--- src/rtl/dircc_types_pkg.sv ---
// Shared DiRCC types: packet and device-state formats, the RTS bit position
// inside user_state, and the receive scheduler state encoding.
package dircc_types_pkg;

    typedef struct packed {
        logic [7:0]  dst_device;
        logic [7:0]  src_device;
        logic [15:0] payload;
    } packet_t;

    typedef struct packed {
        logic [15:0] user_state;
    } dircc_state_t;

    // user_state bit that the handler sets when the device wants to send
    localparam int unsigned DIRCC_RTS_BIT = 15;

    typedef enum logic [2:0] {
        RX_IDLE,
        RX_READ,
        RX_CAPTURE,
        RX_HANDLE,
        RX_WRITE
    } dircc_rx_sched_state_t;

endpackage

--- src/rtl/dircc_rts_tracker.sv ---
// Per-device ready-to-send flags. A set from the write-back path overrides a
// clear from the send path that targets the same device in the same cycle.
module dircc_rts_tracker #(
    parameter int unsigned NUM_DEVICES = 4,
    parameter int unsigned DEV_IDX_W   = 2
) (
    input  logic                   clk,
    input  logic                   reset,
    input  logic                   set_en,
    input  logic [DEV_IDX_W-1:0]   set_idx,
    input  logic                   set_value,
    input  logic                   clr_en,
    input  logic [DEV_IDX_W-1:0]   clr_idx,
    output logic [NUM_DEVICES-1:0] flags
);

    // Flag update; out-of-range indices match no flag and are ignored
    always_ff @(posedge clk) begin
        if (reset) begin
            flags <= '0;
        end else begin
            for (int unsigned i = 0; i < NUM_DEVICES; i++) begin
                if (set_en && (32'(set_idx) == i))
                    flags[i] <= set_value;
                else if (clr_en && (32'(clr_idx) == i))
                    flags[i] <= 1'b0;
            end
        end
    end

endmodule

--- src/rtl/dircc_receive_scheduler.sv ---
// Receive-path sequencer for one DiRCC processing element: accepts a packet,
// reads the target device state, hands both to the receive handler and writes
// the handler's updated state back, with a bounded wait on the handler.
module dircc_receive_scheduler
    import dircc_types_pkg::*;
#(
    parameter int unsigned NUM_DEVICES     = 4,
    parameter int unsigned DEV_IDX_W       = $clog2(NUM_DEVICES),
    parameter int unsigned HANDLER_TIMEOUT = 15
) (
    input  logic                   clk,
    input  logic                   reset,
    input  packet_t                packet_in,
    input  logic                   packet_in_valid,
    output logic                   packet_in_ready,
    output logic                   state_rd_en,
    output logic [DEV_IDX_W-1:0]   state_rd_addr,
    input  dircc_state_t           state_rd_data,
    output logic                   state_wr_en,
    output logic [DEV_IDX_W-1:0]   state_wr_addr,
    output dircc_state_t           state_wr_data,
    output packet_t                handler_packet,
    output logic                   handler_packet_valid,
    output logic                   handler_receive_done,
    output dircc_state_t           handler_read_state,
    input  dircc_state_t           handler_write_state,
    input  logic                   handler_write_state_valid,
    input  logic                   handler_packet_handled,
    output logic [NUM_DEVICES-1:0] rts_pending,
    input  logic                   rts_clear,
    input  logic [DEV_IDX_W-1:0]   rts_clear_idx,
    output logic [31:0]            stat_handled,
    output logic [15:0]            stat_dropped
);

    dircc_rx_sched_state_t state, next_state;

    packet_t              pkt_q;
    dircc_state_t         rd_state_q;
    dircc_state_t         wr_state_q;
    logic [7:0]           tmo_cnt;
    logic                 out_of_reset;
    logic                 drop_idle;
    logic                 complete;
    logic                 timeout;
    logic [DEV_IDX_W-1:0] dst_idx;

    assign dst_idx            = pkt_q.dst_device[DEV_IDX_W-1:0];
    assign state_rd_addr      = dst_idx;
    assign state_wr_addr      = dst_idx;
    assign state_wr_data      = wr_state_q;
    assign handler_packet     = pkt_q;
    assign handler_read_state = rd_state_q;

    // State register
    always_ff @(posedge clk) begin
        if (reset) state <= RX_IDLE;
        else       state <= next_state;
    end

    // Next-state and control decode; ready is held low until the first
    // clock after reset release via out_of_reset
    always_comb begin
        next_state           = state;
        packet_in_ready      = 1'b0;
        state_rd_en          = 1'b0;
        state_wr_en          = 1'b0;
        handler_packet_valid = 1'b0;
        handler_receive_done = 1'b0;
        drop_idle            = 1'b0;
        complete             = 1'b0;
        timeout              = 1'b0;
        case (state)
            RX_IDLE: begin
                packet_in_ready = out_of_reset;
                if (out_of_reset && packet_in_valid) begin
                    if (32'(packet_in.dst_device) >= NUM_DEVICES) drop_idle  = 1'b1;
                    else                                          next_state = RX_READ;
                end
            end
            RX_READ: begin
                state_rd_en = 1'b1;
                next_state  = RX_CAPTURE;
            end
            RX_CAPTURE: next_state = RX_HANDLE;
            RX_HANDLE: begin
                handler_packet_valid = 1'b1;
                handler_receive_done = (tmo_cnt == 8'd0);
                if (handler_write_state_valid && handler_packet_handled) begin
                    complete   = 1'b1;
                    next_state = RX_WRITE;
                end else if (tmo_cnt == 8'(HANDLER_TIMEOUT)) begin
                    timeout    = 1'b1;
                    next_state = RX_IDLE;
                end
            end
            RX_WRITE: begin
                state_wr_en = 1'b1;
                next_state  = RX_IDLE;
            end
            default: next_state = RX_IDLE;
        endcase
    end

    // Packet, state and timeout registers
    always_ff @(posedge clk) begin
        if (reset) begin
            pkt_q        <= '0;
            rd_state_q   <= '0;
            wr_state_q   <= '0;
            tmo_cnt      <= '0;
            out_of_reset <= 1'b0;
        end else begin
            out_of_reset <= 1'b1;
            if (packet_in_ready && packet_in_valid) pkt_q <= packet_in;
            if (state == RX_CAPTURE) rd_state_q <= state_rd_data;
            if (complete) wr_state_q <= handler_write_state;
            if (state == RX_CAPTURE)
                tmo_cnt <= '0;
            else if (state == RX_HANDLE && !complete)
                tmo_cnt <= tmo_cnt + 8'd1;
        end
    end

    // Wrapping statistics counters
    always_ff @(posedge clk) begin
        if (reset) begin
            stat_handled <= '0;
            stat_dropped <= '0;
        end else begin
            if (state == RX_WRITE)      stat_handled <= stat_handled + 32'd1;
            if (drop_idle || timeout)   stat_dropped <= stat_dropped + 16'd1;
        end
    end

    dircc_rts_tracker #(
        .NUM_DEVICES (NUM_DEVICES),
        .DEV_IDX_W   (DEV_IDX_W)
    ) u_rts (
        .clk       (clk),
        .reset     (reset),
        .set_en    (state == RX_WRITE),
        .set_idx   (dst_idx),
        .set_value (wr_state_q.user_state[DIRCC_RTS_BIT]),
        .clr_en    (rts_clear),
        .clr_idx   (rts_clear_idx),
        .flags     (rts_pending)
    );

endmodule

--- config.mk ---
export PLATFORM = sky130hd
export DESIGN_NAME = dircc_receive_scheduler
export DESIGN_NICKNAME = d
export VERILOG_FILES = /design/src/rtl/dircc_types_pkg.sv /design/src/rtl/dircc_rts_tracker.sv /design/src/rtl/dircc_receive_scheduler.sv
export SDC_FILE = /design/constraint.sdc
export NUM_CORES = 1
export LEC_CHECK = 0
export CORE_UTILIZATION = 35
export DETAILED_ROUTE_END_ITERATION = 8
export DONT_BUFFER_PORTS = 1
export HOLD_SLACK_MARGIN = 0.08
export PLACE_DENSITY_LB_ADDON = 0.08
export SKIP_CTS_REPAIR_TIMING = 1
export SLEW_MARGIN = 20
export SYNTH_ARGS = -nofsm -noshare
export SYNTH_HDL_FRONTEND = slang
export SYNTH_HIERARCHICAL = 1
export SYNTH_SLANG_ARGS = --single-unit
--- constraint.sdc ---
create_clock -name clk -period 3.2 [get_ports clk]
set_clock_uncertainty 0.2 [all_clocks]
set_input_delay 0 -clock clk [delete_from_list [all_inputs] [get_ports clk]]
set_output_delay 0 -clock clk [all_outputs]
set_load 0.005 [all_outputs]
==> results of run 1 <==
-- report_power, final --
group / total, mW / internal [mW] / switching (mW)
sequential: 1.65 / 1.62 / 0.0263
clock: 2.16 / 1.43 / 0.728
combinational: 0.199 / 0.107 / 0.0916
-- Yosys cell counts, types with 3 or more instances --
library cell  number
a211oi_1           5
a211oi_2           3
a21oi_1           96
and3_1             4
and4_1             6
buf_2              4
buf_4              4
buf_6              3
clkbuf_1          31
dfxtp_1          128
ha_1               4
inv_1              7
mux2_1             3
mux2_2            12
nand2_1          155
nand3_1           22
nand3b_1           5
nand4_1           11
nand4b_1           4
nor2_1            34
nor2b_1           15
nor3_1             7
nor4_1             4
o21ai_0           12
o31ai_1           16
or3_1              9
or4_1             22
xnor2_1            7
xor2_1             8
-- critical path: stages, from the launching register on --
cell	delay [ps]
dfxtp_1	410
ha_1	290
nand4_1	170
or4_1	830
nor4_1	390
mux2_2	360
-- per-layer routing --
| layer | share of wire (%) | wire length, µm | track usage (%) | vias up |
|---|---|---|---|---|
| met5 | 0 | 0 | 0 | - |
| met3 | 8.5 | 1300 | 8.33 | 21 |
| met4 | 1.8 | 276 | 7.00 | 0 |
| li1 | - | - | - | 2511 |
| met2 | 48 | 7310 | 27.8 | 162 |
| met1 | 42 | 6470 | 20.3 | 2389 |
-- sequential cells by signal, indices dropped and copies added (netlist names) --
register and flops:
state 3, handler_read_state 16, u_rts/flags 4, handler_packet 32, state_wr_data 16, stat_handled 32
out_of_reset 1, stat_dropped 16, tmo_cnt 8
-- through the flow --
step | std cells | setup slack (ps)
floorplan | 667 | 740
global placement | 839 | 473
detailed placement | 839 | 439
CTS | 871 | 417
global route | 980 | 273
finish | 980 | 429
-- final cells by class --
| class | count | area share [%] |
|---|---|---|
| multi-input combinational | 486 | 36.5 |
| inverter | 8 | 0.408 |
| clock buffer | 20 | 6.21 |
| tap | 211 | 3.59 |
| clock inverter | 12 | 2.79 |
| sequential | 128 | 34.8 |
| timing repair buffer | 115 | 15.7 |
-- logic make-up after synthesis --
kind of cell / share of synthesized area, %
simple gates: 28.1
compound gates: 14.3
flops: 46.7
buf+inv: 4.42
mux: 3.26
xor+xnor: 2.39
fa+ha+maj: 0.912
-- worst max-delay path by stage --
stage	endpoint	depth (start not counted)	slack, ps	from
2_1_floorplan	stat_dropped[12]	6	740	tmo_cnt[4]
3_3_place_gp	stat_dropped[15]	4	470	tmo_cnt[4]
3_5_place_dp	stat_handled[22]	5	440	stat_handled[0]
4_1_cts	stat_handled[22]	5	420	stat_handled[0]
5_1_grt	stat_handled[20]	5	270	stat_handled[0]
6_report	stat_handled[22]	5	430	stat_handled[0]
==> results.toml, run 1 <==
[final_layout]
final_util_pct = 48.2
area_growth_pct = 34.0
final_common_cell = "nand2_1"
finalNetCount = 832
fill_cells = 1436
drive_above_1_share_pct = 7.41
final_cell_mix = "155 x nand2_1, 128 x dfxtp_1, 108 x dlygate4sd3_1, 96 x a21oi_1, 34 x nor2_1"
n_antenna_cell = 0
multi_input_area_um2 = 2680
design_area_um2 = 7350
ff_latch_area_um2 = 2560

[setup_path]
path_class = "register to register"
crit_arrival_ps = 2870
reg2reg_to = "stat_handled[22]"
r2r_start = "stat_handled[0]"
r2r_cells = 5
cp-start-kind = "register"
reg2reg_slack_ps = 430
worst-endpoint-required_ps = 3300
cp_max_fo = 18
cp-end-kind = "register"

[synthesis]
syn_area_per_cell_um2 = 8.23
synth_ff_type = "dfxtp_1"
synth.area.top_cells = "dfxtp_1 47%, nand2_1 11%, a21oi_1 8.8%"
syn_area_um2 = 5490
yosysWarnings = 6
synth_top_area_share_pct = 46.7
synth_edf_count = 0
synth_cell_types = 49
synth_seq_area_share_pct = 46.7
synth_largest_area_cell = "dfxtp_1"
synth_nets = 743
synthArstFlopShare_pct = 0
synthCells = 667
ys_seq_elements = 128

[drt]
num_vias = 5083
vias_per_cell = 5.19
wl_per_cell_um = 15.7
drtPass1Iterations = 4
wirelength_um = 15400
drt-initial-drc-count = 291
ant_nets = 0
drc = 0

[global_routing]
grt_max_degree = 137
grt_first_pass_wirelength_um = 22500
first_global_vias = 4401
grt_overflow = 0
antenna_found_initial = 0
grtUsageTotal_pct = 17.5

[clocking]
cts_tree = "built"
numCtsBuffers = 17
htreeDepth = 4
clock-root-buffer = "clkbuf_16"
clk-insertion-delay-late_ps = 420
path_clk_slew_ps = 60
clock_sinks = 128
cts_max_path_buffers = 2

[hold_path]
hp-class = "input port to register"
min_to = "state_wr_data[14]"
hold_start = "handler_write_state[14]"
min_delay_path_depth = 3

[pwr]
max-vdd-ir-drop_mv = 0.327
power.total_mw = 4.00
leakage_nw = 2.42
power_density_nw_per_um2 = 544

[placed_design]
hpwl_um = 9490
gp_congestion = 0.729
numPortBuffers = 0
placed_cell_area_um2 = 5580

[sta]
hold_violations = 0
fin_crit_sh_pct = 86.6
slew_violations = 0
max_freq_mhz = 361
relSlewSlack_pct = 29.3
rsz0062_at_grt = "no"
hold_ws_ps = 63.7
finalSetupViolCount = 0
finalSetupTns_ps = 0
tightest_slew_ps = 1060
final.min_clock_period_ps = 2770

[floorplan]
dieArea_um2 = 16200
die_w_um = 127
core_um2 = 15300
floorplan.initialDensity_pct = 36.0
io_pins = 197
rows = 45
die_h_um = 127

[status]
status = "completed"

[job]
maxCapViolations = 0
Note: power is estimated with default switching activity, not from simulation.
==> run 2, diff against run 1 <==
- ABC_AREA: unset -> 0
- CORE_UTILIZATION: 35 -> 30
- clock period: 3.2 -> 2.6 ns (I/O delays scaled with it)
==> run 2 against run 1 <==
  * Total power rose by 19%
  * Sequential power rose by 22%
  * Setup slack got worse by 360 ps
  * Via count rose by 1.9%
  * Critical endpoint is now stat_dropped[10]
  * Maximum frequency rose by 9.3%
==> results.toml, run 2 (synthesis results as in run 1) <==
[placed_design]
gp_congestion = 0.719
hpwl_um = 10100
numPortBuffers = 0
dp.cells = 878

[global_routing]
grtUsageTotal_pct = 15.6
top_usage_layer = "met2"
antenna_found_initial = 0
grt_first_pass_wirelength_um = 22800
first_global_vias = 4499
grt_overflow = 0
met1_usage_pct = 18.0
gr-usage-met2_pct = 25.6
grt_max_degree = 137
met3_usage_pct = 6.77

[setup_path]
worst-endpoint-required_ps = 2710
cp_max_fo = 15
cp-end-kind = "register"
crit_arrival_ps = 2640
cp-start-kind = "register"
path_class = "register to register"

[drt]
wirelength_um = 16000
drc = 0
drtPass1Iterations = 6
num_vias = 5179
drt-initial-drc-count = 199
ant_nets = 0
vias_per_cell = 5.05
wl_per_cell_um = 15.6

[final_layout]
fin_cells = 1026
finalNetCount = 860
final_common_cell = "nand2_1"
final_cell_mix = "155 x nand2_1, 128 x dfxtp_1, 115 x dlygate4sd3_1, 96 x a21oi_1, 34 x nor2_1"
area_growth_pct = 38.2
drive_above_1_share_pct = 10.3
fill_cells = 1757
n_antenna_cell = 0

[sta]
rsz0062_at_grt = "no"
relSlewSlack_pct = 57.1
final.min_clock_period_ps = 2530
max_freq_mhz = 395
hold_ws_ps = 71.2
fin_crit_sh_pct = 97.5
finalSetupViolCount = 0
slew_violations = 0
finalSetupTns_ps = 0
tightest_slew_ps = 635
hold_violations = 0

[clocking]
path_clk_slew_ps = 60
clk-insertion-delay-late_ps = 420
clock_sinks = 128
cts_tree = "built"
numCtsBuffers = 17
clock-root-buffer = "clkbuf_16"
htreeDepth = 4
cts_max_path_buffers = 2

[floorplan]
io_pins = 197
dieArea_um2 = 18800
floorplan.initialDensity_pct = 30.5
core_um2 = 18000
rows = 49
die_h_um = 137
die_w_um = 137

[pwr]
power.total_mw = 4.78
leakage_nw = 2.67
power_density_nw_per_um2 = 630
max-vdd-ir-drop_mv = 0.461

[hold_path]
hp-class = "input port to register"

[job]
maxCapViolations = 0

[status]
status = "completed"
run 2: report_power, final:
group          internal (mW)  switching [mW]
clock                   1.58           0.943
combinational          0.124           0.114
sequential              1.99          0.0282
total                   3.69            1.08
run 2: layer usage:
layer / up-vias / share of wire, %
met1: 2453 / 42
met5: - / 0
met4: 0 / 0.97
met2: 149 / 49
met3: 14 / 7.6
li1: 2563 / -
run 2: per-stage QoR:
stage               setup slack (ps)  util, %  cell area, µm²
floorplan                        140        -            5490
global placement                70.4     32.1            5760
detailed placement              53.0     32.1            5760
CTS                             40.3     35.6            6390
global route                    3.13     42.2            7590
finish                          65.8     42.2            7590
run 2: critical path, stage by stage, from the launching register on:
cell and delay (ps):
dfxtp_1 310, or4_4 550, or4_1 530, buf_4 220, a211oi_1 250, mux2_2 360
run 2: final cells by class:
type	count	area [µm²]	area share [%]
Multi-Input combinational cell	486	2700	35.6
Sequential cell	128	2560	33.8
Timing Repair Buffer	143	1380	18.2
Clock buffer	19	453	5.97
Tap cell	229	287	3.78
Clock inverter	13	175	2.31
Inverter	8	30.0	0.396
run 2: path summary, 6_finish.rpt:
check | startpoint | endpoint | slack (ps) | cells past startpoint
max | tmo_cnt[4] | stat_dropped[10] | 70 | 5
min | packet_in[20] | handler_packet[20] | 70 | 3
max reg2reg | tmo_cnt[4] | stat_dropped[10] | 70 | 5
min reg2reg | handler_packet[19] | handler_packet[19] | 280 | 2
==> run 3, diff against run 2 <==
- PLACE_DENSITY: unset -> 0.48
- PLACE_DENSITY_LB_ADDON: 0.08 -> unset
- SKIP_LAST_GASP: unset -> 1
==> run 3 against run 2 <==
  * The run now ends with negative hold slack left
  * Maximum frequency is 0.76% higher
  * Sequential share of layout area is 2.0 points higher
  * Wire length is 2.2% lower
  * Sequential power hardly changed
  * Count of clock-buffer cells in the layout is 1 lower
  * Critical path type unchanged
  * Highest routed layer unchanged
==> results.toml, run 3 (synthesis results as in run 1) <==
[placed_design]
gp_congestion = 0.785
hpwl_um = 10400
dp_slack_ps = 73.2
numPortBuffers = 0

[status]
status = "finished with violations"
violations = "negative hold slack"

[clocking]
clock-root-buffer = "clkbuf_16"
htreeDepth = 4
cts_tree = "built"
clk-insertion-delay-late_ps = 420
path_clk_slew_ps = 60
numCtsBuffers = 17
cts_max_path_buffers = 2
clock_sinks = 128

[setup_path]
worst-endpoint-required_ps = 2710
reg2reg_slack_ps = 80
cp-end-kind = "register"
cp_top_family = "simple AND/OR/NAND/NOR gates"
path_class = "register to register"
crit_arrival_ps = 2620
cp-start-kind = "register"
path_buf_inv = 1
slowest_delay_ps = 550
crit_path_cell_trace = "or4_4, or4_1, buf_4, a211oi_1, mux2_2"
worst_path_max_delay_cell = "or4_4"
cp_max_fo = 15

[floorplan]
floorplan.initialDensity_pct = 30.5
dieArea_um2 = 18800
die_h_um = 137
rows = 49
io_pins = 197
die_w_um = 137
core_um2 = 18000

[sta]
fin_crit_sh_pct = 96.7
final.min_clock_period_ps = 2520
max_freq_mhz = 398
hold_violations = 63
hold_ws_ps = -529
finalSetupViolCount = 0
setup_ws_ps = 84.9
relSlewSlack_pct = 61.7
finalSetupTns_ps = 0
tightest_slew_ps = 573
slew_violations = 0

[drt]
drt-initial-drc-count = 303
drc = 0
drtPass1Iterations = 4
wl_per_cell_um = 15.8
vias_per_cell = 5.11
num_vias = 5070
ant_nets = 0
wirelength_um = 15700

[global_routing]
first_global_vias = 4647
grt_overflow = 0
grtUsageTotal_pct = 15.7
antenna_found_initial = 0
grt_max_degree = 137
grt_first_pass_wirelength_um = 23000

[final_layout]
area_growth_pct = 30.6
finalNetCount = 826
final_common_cell = "nand2_1"
n_antenna_cell = 0
final_util_pct = 39.9
drive_above_1_share_pct = 10.6
final_cell_mix = "155 x nand2_1, 128 x dfxtp_1, 96 x a21oi_1, 80 x dlygate4sd3_1, 34 x nor2_1"

[pwr]
power_frac_comb_pct = 2.9
power_density_nw_per_um2 = 628
p_int_mw = 3.43
leakage_nw = 2.58
clkPwrFrac_pct = 52.2
seqPwrFrac_pct = 44.9
switching_share_pct = 23.8
max-vdd-ir-drop_mv = 0.426
p_sw_mw = 1.07

[hold_path]
hp-class = "input port to register"

[job]
maxCapViolations = 0
run 3: cell types whose count changed in the layout (fill, tap and decap cells not counted), moves of 2 or more:
cell / previous run / this run
inv_6: 4 / 7
a211oi_1: 2 / 4
a211oi_2: 6 / 4
buf_4: 27 / 29
dlygate4sd3_1: 115 / 80
bufinv_16: 3 / 1
run 3: layout make-up:
type | instances | area [µm²]
tap | 229 | 287
clock inverter | 14 | 141
timing repair buffer | 109 | 1020
sequential | 128 | 2560
inverter | 8 | 30.0
clock buffer | 18 | 439
multi-input combinational | 486 | 2690
fill | 1782 | 10800
run 3: power by group through the flow:
stage / registers (mW) / logic [mW] / clock network (mW)
4_1_cts: 2.02 / 0.0908 / 2.42
2_1_floorplan: 2.06 / 0.0999 / 0
5_1_grt: 2.03 / 0.146 / 2.50
3_3_place_gp: 2.07 / 0.0874 / 0
3_5_place_dp: 2.07 / 0.0913 / 0
6_report: 2.02 / 0.130 / 2.35
run 3: layer usage:
| layer | GRT usage [%] | share of wire (%) | up-vias |
|---|---|---|---|
| met5 | 0 | 0 | - |
| met4 | 7.14 | 1.6 | 0 |
| li1 | - | - | 2491 |
| met2 | 25.8 | 49 | 156 |
| met3 | 5.96 | 8.2 | 13 |
| met1 | 18.0 | 41 | 2410 |
run 3: worst paths after layout:
kind / start / end / cells after the start
worst min-delay path: reset / handler_packet[25] / 1
worst max-delay path: tmo_cnt[4] / stat_dropped[15] / 5
worst max register to register: tmo_cnt[4] / stat_dropped[15] / 5
worst min register to register: handler_packet[18] / handler_packet[18] / 2
run 3: stage by stage:
step | instances | power, mW | cell area (µm²)
4_1_cts | 912 | 4.53 | 6360
6_report | 992 | 4.50 | 7170
3_3_place_gp | 880 | 2.15 | 5780
3_5_place_dp | 880 | 2.16 | 5780
2_1_floorplan | 667 | 2.16 | 5490
5_1_grt | 992 | 4.68 | 7170
